===== src/rtl/seq10010_pkg.sv =====
// Shared types for the 10010 serial detector: Mealy/Moore state encodings and the fixed pattern.
// Optional SEQ10010_DIFF_EN build macro is consumed by the interface and top, not here.
package seq10010_pkg;

   typedef enum logic [2:0] {
      M0 = 3'd0,
      M1 = 3'd1,
      M2 = 3'd2,
      M3 = 3'd3,
      M4 = 3'd4
   } mealy_state_t;

   typedef enum logic [2:0] {
      S0 = 3'd0,
      S1 = 3'd1,
      S2 = 3'd2,
      S3 = 3'd3,
      S4 = 3'd4,
      S5 = 3'd5
   } moore_state_t;

   localparam logic [4:0] PATTERN = 5'b10010;

endpackage


===== src/rtl/seq_10010_detector_if.sv =====
// Serial input and detect flags of the 10010 detector; diff exists only with SEQ10010_DIFF_EN.
// master drives the serial bit, slave (the detector) returns the flags.
interface seq_10010_detector_if;

   logic j;
   logic mealy_w;
   logic moore_w;
`ifdef SEQ10010_DIFF_EN
   logic diff;

   modport master (output j, input mealy_w, input moore_w, input diff);
   modport slave  (input j, output mealy_w, output moore_w, output diff);
`else
   modport master (output j, input mealy_w, input moore_w);
   modport slave  (input j, output mealy_w, output moore_w);
`endif

endinterface


===== src/rtl/seq10010_moore_fsm.sv =====
// Moore recogniser for 10010 with overlap; moore_w decoded from state only.
// Flag is high for the full cycle after the edge that samples the final 0.
module seq10010_moore_fsm
   import seq10010_pkg::*;
(
   input  logic clk,
   input  logic rst,
   input  logic j,
   output logic moore_w
);

   moore_state_t state_q;
   moore_state_t state_d;

   always_ff @(posedge clk or posedge rst) begin
      if (rst) state_q <= S0;
      else     state_q <= state_d;
   end

   always_comb begin
      state_d = S0;
      moore_w = 1'b0;
      case (state_q)
         S0: state_d = j ? S1 : S0;
         S1: state_d = j ? S1 : S2;
         S2: state_d = j ? S1 : S3;
         S3: state_d = j ? S4 : S0;
         S4: state_d = j ? S1 : S5;
         S5: begin
            moore_w = 1'b1;
            // "100100" ends in "100", so a further 0 resumes at S3
            state_d = j ? S1 : S3;
         end
         default: state_d = S0;
      endcase
   end

endmodule


===== src/rtl/seq_10010_detector.sv =====
// 10010 detector running Mealy and Moore FSMs side by side; optional diff via SEQ10010_DIFF_EN.
// mealy_w is combinational from state and j; moore_w lags it by one clock for stable j.
module seq_10010_detector
   import seq10010_pkg::*;
(
   input  logic                     clk,
   input  logic                     rst,
   seq_10010_detector_if.slave      bus
);

   mealy_state_t state_q;
   mealy_state_t state_d;
   logic         mealy_w;
   logic         moore_w;

   always_ff @(posedge clk or posedge rst) begin
      if (rst) state_q <= M0;
      else     state_q <= state_d;
   end

   // Advance when j matches the next pattern bit, otherwise fall back to the longest suffix
   always_comb begin
      state_d = M0;
      mealy_w = 1'b0;
      case (state_q)
         M0: state_d = (bus.j == PATTERN[4]) ? M1 : M0;
         M1: state_d = (bus.j == PATTERN[3]) ? M2 : M1;
         M2: state_d = (bus.j == PATTERN[2]) ? M3 : M1;
         M3: state_d = (bus.j == PATTERN[1]) ? M4 : M0;
         M4: begin
            mealy_w = (bus.j == PATTERN[0]);
            state_d = (bus.j == PATTERN[0]) ? M2 : M1;
         end
         default: state_d = M0;
      endcase
   end

   seq10010_moore_fsm u_moore (
      .clk     (clk),
      .rst     (rst),
      .j       (bus.j),
      .moore_w (moore_w)
   );

   assign bus.mealy_w = mealy_w;
   assign bus.moore_w = moore_w;

`ifdef SEQ10010_DIFF_EN
   assign bus.diff = mealy_w ^ moore_w;
`endif

endmodule


===== src/flat_wrapper.sv =====
// flat-port wrapper written by rule: the top's interface ports become plain ports
module seq_10010_detector_flat import seq10010_pkg::*;
  (clk, rst, bus_j, bus_mealy_w, bus_moore_w);
  seq_10010_detector_if bus_i ();
  input  logic clk;
  input  logic rst;
  input wire logic [$bits(bus_i.j)-1:0] bus_j;
  output wire logic [$bits(bus_i.mealy_w)-1:0] bus_mealy_w;
  output wire logic [$bits(bus_i.moore_w)-1:0] bus_moore_w;
  assign bus_i.j = bus_j;
  assign bus_mealy_w = bus_i.mealy_w;
  assign bus_moore_w = bus_i.moore_w;
  seq_10010_detector u_core (.clk(clk), .rst(rst), .bus(bus_i));
endmodule

===== config.mk =====
export PLATFORM = sky130hd
export DESIGN_NAME = seq_10010_detector_flat
export DESIGN_NICKNAME = d
export VERILOG_FILES = /design/src/rtl/seq10010_pkg.sv /design/src/rtl/seq_10010_detector_if.sv /design/src/rtl/seq10010_moore_fsm.sv /design/src/rtl/seq_10010_detector.sv /design/src/flat_wrapper.sv
export SDC_FILE = /design/constraint.sdc
export NUM_CORES = 1
export LEC_CHECK = 0
export BUFFER_PORTS_ARGS = -buffer_cell sky130_fd_sc_hd__clkbuf_2
export CORE_AREA = 2 2 39 41
export DETAILED_ROUTE_END_ITERATION = 8
export DIE_AREA = 0 0 41 43
export PLACE_DENSITY_LB_ADDON = 0.05
export SLEW_MARGIN = 10
export SYNTH_ARGS = -nofsm -noshare
export SYNTH_HDL_FRONTEND = slang
export SYNTH_HIERARCHICAL = 1
export SYNTH_SLANG_ARGS = --single-unit

===== constraint.sdc =====
create_clock -name clk -period 2.4 [get_ports clk]
set_clock_uncertainty 0.2 [all_clocks]
set_input_delay 0.48 -clock clk [delete_from_list [all_inputs] [get_ports clk]]
set_output_delay 0.48 -clock clk [all_outputs]
set_load 0.005 [all_outputs]

; After elaboration in Yosys (flattened, before gate mapping)
; Index checks and enable logic that the tools add are counted.
[word_totals]
mem_bits_ro = 0
input_bits = 3
wordCells = 25
latchBits = 0
ramBits = 0
reg_bits = 6
mem_count = 0
[classes]
n_mux = 9
addsub = 0
reduce_logical = 4
shift = 0
n_eq_ne = 9
n_bitwise = 1
order_cmp = 0
div = 0
mul = 0
[op_table]
columns = operator, count
row1 = case mux 3 bit (5 select lines), 1
row2 = "== test 3 x 2 -> 1 bit, second input constant", 4
row3 = case mux 3 bit (4 select lines), 1
row4 = "== test 3 bit, second input constant", 3
row5 = "== test 3 x 1 -> 1 bit, second input constant", 2
row6 = zero test 3 bit, 2
row7 = two-way mux 3 bit, 2
row8 = two-way mux 2 bit, 2
row9 = OR reduction 2 bit, 2
row10 = two-way mux 1 bit, 3
row11 = inverter 1 bit, 1

; Logic depth before layout (Yosys ltp)
; Gate-level depths: netlist of the first run.
[depth]
word_depth = 3
ltp_mapped = 2
depth_no_buf = 2

; Cells and area by module
; Netlist of the first run, hierarchy kept.
[by_module_without_submodules]
columns = mod, seq_area_each_um2, instances, area_each_um2, cells_per_inst
row1 = seq_10010_detector, 75.1, 1, 151.4, 15
row2 = seq10010_moore_fsm, 75.1, 1, 138.9, 13

; Worst setup path after synthesis of the first run
; No wires, ideal clock.
[synth_timing]
path_kind = input to output
start = input bus_j
end = output bus_mealy_w
cell_stages = 1
n_path_buf = 0
arrival_ps = 769
path_slack_ps = 951
path_cell_list = nor4b_1
[synth_between]
elab_chain_cells = 2
[synth_rtl]
columns = item, line_no
row1 = "start, declared", flat_wrapper.sv:7  ; input wire logic [$bits(bus_i.j)-1:0] bus_j;
row2 = inverter 1 bit, n/a
row3 = two-way mux 1 bit, seq_10010_detector.sv:25  ; case (state_q)
row4 = "end, declared", flat_wrapper.sv:8  ; output wire logic [$bits(bus_i.mealy_w)-1:0] bus_mealy_w;
; Every way passes these cells.

; Final worst setup path of the first run
[layout_timing]
start = register u_core.state_q[0]
end = output bus_mealy_w
[layout_between]
elab_chain_cells = 2
[layout_rtl]
columns = item, line_no
row1 = "start, declared", seq_10010_detector.sv:11  ; mealy_state_t state_q;
row2 = "start signal, assigned", seq_10010_detector.sv:18  ; else state_q <= state_d;
row3 = == test 3 bit, seq_10010_detector.sv:25
row4 = two-way mux 1 bit, seq_10010_detector.sv:25
; Every way passes these cells.

==> results of run 1 <==
==> power by group <==
group	switching, W	internal (W)
combinational	0.0000347	0.0000445
sequential	0.0000362	0.000130
clock	0.0000349	0.0000565
total	0.000106	0.000231
==> registers in the layout, indices dropped and copies added (netlist names) <==
| register | count |
|---|---|
| u_core/state_q | 3 |
| u_core/u_moore/state_q | 3 |
==> cells in the final DEF (no fill, tap or decap), drive strengths merged <==
master | Yosys | layout
nor4b | 2 | 2
nor2 | 3 | 3
a22o | 1 | 1
clkbuf | 0 | 7
nand2 | 2 | 2
nand2b | 1 | 1
nor3 | 1 | 1
dlygate4sd3 | 0 | 1
a41o | 1 | 1
xor2 | 1 | 1
dfrtp | 6 | 6
nor3b | 1 | 1
or3b | 1 | 1
o21ai | 1 | 1
a21oi | 1 | 1
inv | 5 | 5
a31o | 1 | 1
==> final cells by class <==
type                            count  area share (%)
Multi-Input combinational cell     17            33.4
Tap cell                           16            5.52
Sequential cell                     6            41.4
Timing Repair Buffer                5            8.28
Clock buffer                        3            6.21
Inverter                            5            5.17
==> worst min path at each step <==
stage                     slack [ns]  start                             endpoint
after floorplan                 0.03    rst          u_core/state_q[0]$_DFF_PP0_
after global placement          0.15    rst  u_core/u_moore/state_q[0]$_DFF_PP0_
after detailed placement        0.15    rst  u_core/u_moore/state_q[0]$_DFF_PP0_
after CTS                       0.31  bus_j  u_core/u_moore/state_q[1]$_DFF_PP0_
after global routing            0.32  bus_j  u_core/u_moore/state_q[1]$_DFF_PP0_
final                           0.32  bus_j  u_core/u_moore/state_q[1]$_DFF_PP0_
==> timing repair <==
item,4_1_cts,5_1_grt
hold endpoints to repair,6,0
hold buffers,1,0
gates resized for setup,0,0
endpoints found under the setup margin,0,0
==> per-stage QoR <==
step | instances | utilization, %
2_1_floorplan | 28 | -
3_3_place_gp | 48 | 23.9
3_5_place_dp | 48 | 23.9
4_1_cts | 52 | 26.2
5_1_grt | 52 | 26.2
6_report | 52 | 26.2
==> critical path: cells and delay by family, from the launching register on <==
kind / cells / cell delay, ns
and+or+nand+nor: 1 / 0.32
DFF: 1 / 0.44
buffers and inverters: 1 / 0.17
==> cells by family after synthesis <==
| family | count (synthesis) | share of synthesized area [%] |
|---|---|---|
| AOI/OAI and AO/OA | 5 | 15.1 |
| buffers and inverters | 5 | 6.47 |
| DFF | 6 | 51.7 |
| xor gates and xnor gates | 1 | 3.02 |
| and+or+nand+nor | 11 | 23.7 |
==> layer usage <==
| layer | vias to the layer above | part of all wire, % |
|---|---|---|
| met5 | - | 0 |
| met2 | 6 | 58 |
| li1 | 113 | - |
| met4 | 0 | 0 |
| met3 | 0 | 6.4 |
| met1 | 117 | 35 |
==> results.tsv, run 1 <==
stage	metric	value	unit
synth	synth_cell_types	15	
clock_network	cts_made_buffers	3	
critical_path	crit_fanout	5	
clock_network	ctsLongestPathBuffers	2	
synth	synth_warnings	6	
drt	first_pass_iters	2	
drt	drt_iter0_drc	1	
cells_and_area	synthToLayoutAreaGrowth	25.0	%
clock_network	cts_root_buffer	clkbuf_4	
synth	synth.avg_cell_area	10.4	sq um
synth	yosysSeqAreaShare	51.7	%
timing	final-hold-violation-count	0	
floorplan	io-pin-count	5	
timing	rsz0062_at_grt	false	
synth	ys_async_sr_fraction	100	%
timing	max_freq	543	MHz
timing	layout_setup_ws	0.559	ns
power_and_ir_drop	p_leak	0.176	nW
timing	period_needed	1.84	ns
grt	grt_pass1_wl	897	um
critical_path	required	1.72	ns
grt	grt_pass1_vias	220	
grt	grt_use_total	8.36	%
drt	wl_per_cell	11.7	um
clock_network	insertion_delay	0.24	ns
floorplan	core	0.00138	sq mm
clock_network	clock-sinks	6	
synth	ys_ff_latch	6	
timing	tightest_slew	0.263	ns
grt	antenna_found_initial	0	
cells_and_area	multi_input_area	121	sq um
synth	ys.flop_type	dfrtp_1	
critical_path	r2r-start	u_core/u_moore/state_q[0]$_DFF_PP0_	
drt	drcViolationCount	0	
critical_path	r2r_slack	1.16	ns
critical_path	cp_slowest_cell	dfrtp_1	
clock_network	post_cts_buffers	0	
floorplan	fp.dieArea	0.00176	sq mm
critical_path	r2r-end	u_core/u_moore/state_q[1]$_DFF_PP0_	
worst_hold_path	hold_path_depth	2	
drt	via_per_inst	4.54	
timing	holdWs	0.319	ns
power_and_ir_drop	peakVddDrop	262	uV
timing	relSlewSlack	82.2	%
cells_and_area	diodes	0	
synth	synth_cells	28	
floorplan	fp.dieW	41	um
critical_path	r2r_cells	2	
power_and_ir_drop	p_total	0.000337	W
critical_path	worstSetupStartpoint	u_core/state_q[0]$_DFF_PP0_	
critical_path	cp_slowest_stage_delay	0.44	ns
clock_network	cts_htree_levels	1	
critical_path	critPathCaptureType	output port	
critical_path	worstSetupPathType	reg2out	
place	placed_area	330	sq um
clock_network	tritoncts	done	
grt	grtUsageMet2	13.1	%
drt	drt-total-wl	606	um
cells_and_area	design_area	363	sq um
timing	finalCritPeriodShare	76.7	%
synth	synth_top_area_share	51.7	%
synth	syn_area	290	sq um
grt	grt-busiest-layer	met2	
status	status	completed	
synth	synth.net_count	31	
grt	grt.met3_usage	4.71	%
flow_run	cap_viol_max_count	0	
worst_hold_path	hold_class	in2reg	
cells_and_area	seq_area	150	sq um
grt	use_met1	7.47	%
grt	grt_max_degree	10	
cells_and_area	fill_cells	156	
timing	setup_viol	0	
synth	synth.most_common_cell	dfrtp_1	
synth	synth_top_area_cell	dfrtp_1	
place	dp_hpwl	491	um
drt	drtAntennaViolNets	0	
cells_and_area	drive_gt1_share	33.3	%
clock_network	clk_pin_slew_worst_paths	0.05	ns
floorplan	start_util	21.0	%
place	port_buffers	4	
timing	drv_slew	0	
synth	ys_top_cells_by_count	dfrtp_1, inv_1, nor2_1	
place	place_congestion	0.588	
synth	synth-edff-count	0	
place	dpl_worst_slack	0.628	ns
cells_and_area	nets	41	
critical_path	worst_setup_path_start_kind	register	
synth	ys_top_cells_by_area	dfrtp_1, inv_1, nor4b_1	
floorplan	chipHeight	43	um
critical_path	worstPathCellList	nor4b_1, clkbuf_2	
timing	fin_setup_tns	0	ns
drt	vias	236	
power_and_ir_drop	powerDensity	928	mW/mm^2
critical_path	cp-endpoint	bus_mealy_w	
floorplan	num_rows	14	
critical_path	critPathArrivalTime	1.16	ns
grt	overflow	0	
Power figures use the tool's default switching activity.
==> run 2: changes to the inputs <==
Clock period 2.4 ns to 1.5 ns, I/O delays scaled along.
==> results.tsv, run 2 (synthesis gave the netlist of run 1 again) <==
stage	metric	value	unit	change
grt	grt_pass1_vias	274		+25%
critical_path	worst_setup_path_start_kind	register		
clock_network	ctsLongestPathBuffers	2		unchanged
floorplan	io-pin-count	5		unchanged
drt	drt_iter0_drc	3		+2
timing	rsz0062_at_grt	true		
clock_network	clock-sinks	6		unchanged
clock_network	cts_htree_levels	1		unchanged
floorplan	fp.dieW	41	um	unchanged
power_and_ir_drop	peakVddDrop	453	uV	+73%
cells_and_area	final_common_cell	dfrtp_1		
clock_network	clk_pin_slew_worst_paths	0.05	ns	about the same
cells_and_area	nets	46		+12%
critical_path	r2r_slack	0.24	ns	-0.92 ns
floorplan	chipHeight	43	um	unchanged
worst_hold_path	hold_class	in2reg		
place	place_congestion	0.605		+2.9%
drt	drcViolationCount	0		unchanged
drt	vias	248		+5.1%
timing	max_freq	670	MHz	
critical_path	critPathArrivalTime	0.99	ns	-0.17 ns
drt	first_pass_iters	2		unchanged
cells_and_area	reg.largest.list	u_core/state_q: 3 flops, u_core/u_moore/state_q: 3 flops		
drt	via_per_inst	4.35		-4.1%
floorplan	core	0.00138	sq mm	unchanged
floorplan	start_util	21.0	%	unchanged
critical_path	required	1.00	ns	-0.72 ns
critical_path	crit_fanout	2		-3
power_and_ir_drop	p_total	0.000612	W	+82%
critical_path	worstSetupPathType	reg2out		
grt	grt_use_total	9.49	%	+1.1 points
clock_network	cts_root_buffer	clkbuf_4		
grt	antenna_found_initial	0		unchanged
grt	overflow	0		unchanged
place	placed_area	353	sq um	+6.8%
timing	setup_viol	0		unchanged
drt	drtAntennaViolNets	0		unchanged
drt	wl_per_cell	10.8	um	-7.4%
timing	period_needed	1.49	ns	
clock_network	insertion_delay	0.24	ns	about the same
timing	fin_setup_tns	0	ns	unchanged
critical_path	cp_slowest_stage_delay	0.38	ns	-0.06 ns
grt	grt_pass1_wl	1040	um	+15%
status	status	completed		
timing	drv_slew	0		unchanged
cells_and_area	drive_gt1_share	48.8	%	+15 points
critical_path	critPathCaptureType	output port		
place	dpl_worst_slack	0.165	ns	-0.463 ns
drt	drt-total-wl	615	um	+1.5%
place	port_buffers	4		unchanged
critical_path	critPathTopFamily	flip-flops		
cells_and_area	design_area	417	sq um	+15%
clock_network	tritoncts	done		
cells_and_area	synthToLayoutAreaGrowth	43.5	%	
flow_run	cap_viol_max_count	0		unchanged
timing	finalCritPeriodShare	99.6	%	
timing	relSlewSlack	81.8	%	-0.36 points
critical_path	worstPathCellList	nor4b_2, buf_2		
floorplan	num_rows	14		unchanged
cells_and_area	final_cell_mix	dfrtp_1, inv_1, buf_4, clkbuf_4, clkbuf_2		
timing	layout_setup_ws	0.00637	ns	-0.553 ns
power_and_ir_drop	powerDensity	1470	mW/mm^2	+58%
power_and_ir_drop	p_leak	0.205	nW	+17%
place	dp_hpwl	472	um	-3.8%
critical_path	path_buf_inv	1		unchanged
grt	grt_max_degree	9		-1
floorplan	fp.dieArea	0.00176	sq mm	unchanged
cells_and_area	diodes	0		unchanged
critical_path	cp_slowest_cell	dfrtp_1		
timing	tightest_slew	0.269	ns	+0.00535 ns
clock_network	cts_made_buffers	3		unchanged
timing	final-hold-violation-count	0		unchanged
-- run 2: changes by cell type in the layout (fill, tap and decap cells not counted) --
cell,before,now
nor2_2,0,1
nand2b_4,0,1
buf_2,0,1
nand2b_1,1,0
nor4b_2,0,1
nor2_1,3,2
buf_4,0,5
nor4b_1,2,1
clkbuf_2,4,3
-- run 2: cell type report --
cell class	instances	area [sq um]
multi-input cells	17	138
flip-flops and latches	6	150
well taps	16	20.0
fillers	151	967
clock buffers	3	22.5
inverters	5	18.8
repair buffers	10	67.6
-- run 2: path summary, 6_finish.rpt --
path	from	to	depth (start not counted)
worst max-delay path	u_core/state_q[0]$_DFF_PP0_	bus_mealy_w	2
worst min-delay path	bus_j	u_core/u_moore/state_q[1]$_DFF_PP0_	3
worst max register to register	u_core/u_moore/state_q[1]$_DFF_PP0_	u_core/u_moore/state_q[1]$_DFF_PP0_	3
worst min register to register	u_core/state_q[2]$_DFF_PP0_	u_core/state_q[2]$_DFF_PP0_	2
max in group asynchronous	rst	u_core/u_moore/state_q[0]$_DFF_PP0_	3
min in group asynchronous	rst	u_core/state_q[1]$_DFF_PP0_	3
-- run 2: worst register-to-register path: cells and delay by family (launching register included) --
family / cells / cell delay [ns]
AND/OR/NAND/NOR: 1 / 0.38
flip-flops: 1 / 0.35
AO/OA/AOI/OAI: 1 / 0.14
buffers and inverters: 1 / 0.13
-- run 2: repair_timing --
| item | 4_1_cts | 5_1_grt |
|---|---|---|
| endpoints found under the hold margin | 6 | 0 |
| pin swaps | 1 | 0 |
| resized for setup | 2 | 2 |
| buffers inserted | 2 | 0 |
| hold buffers | 1 | 0 |
| setup endpoints to repair | 2 | 2 |
-- run 2: where the power goes --
group	switching, W	total [W]	internal [W]
Clock	0.0000566	0.000147	0.0000904
Combinational	0.0000940	0.000219	0.000125
Sequential	0.0000384	0.000247	0.000208
-- run 2: metal layers --
layer	track usage [%]	up-vias	routed length [um]
li1	-	123	-
met1	8.82	121	240
met2	14.4	4	339
met3	4.71	0	35
met4	8.00	0	0
met5	0	-	0
-- run 2: stage by stage --
stage / std cells / utilization [%] / hold slack [ns]
finish: 57 / 30.1 / 0.180
global route: 57 / 30.1 / 0.185
CTS: 57 / 29.9 / 0.166
detailed placement: 51 / 25.5 / -0.0298
global placement: 51 / 25.5 / -0.0291
floorplan: 28 / - / -0.146
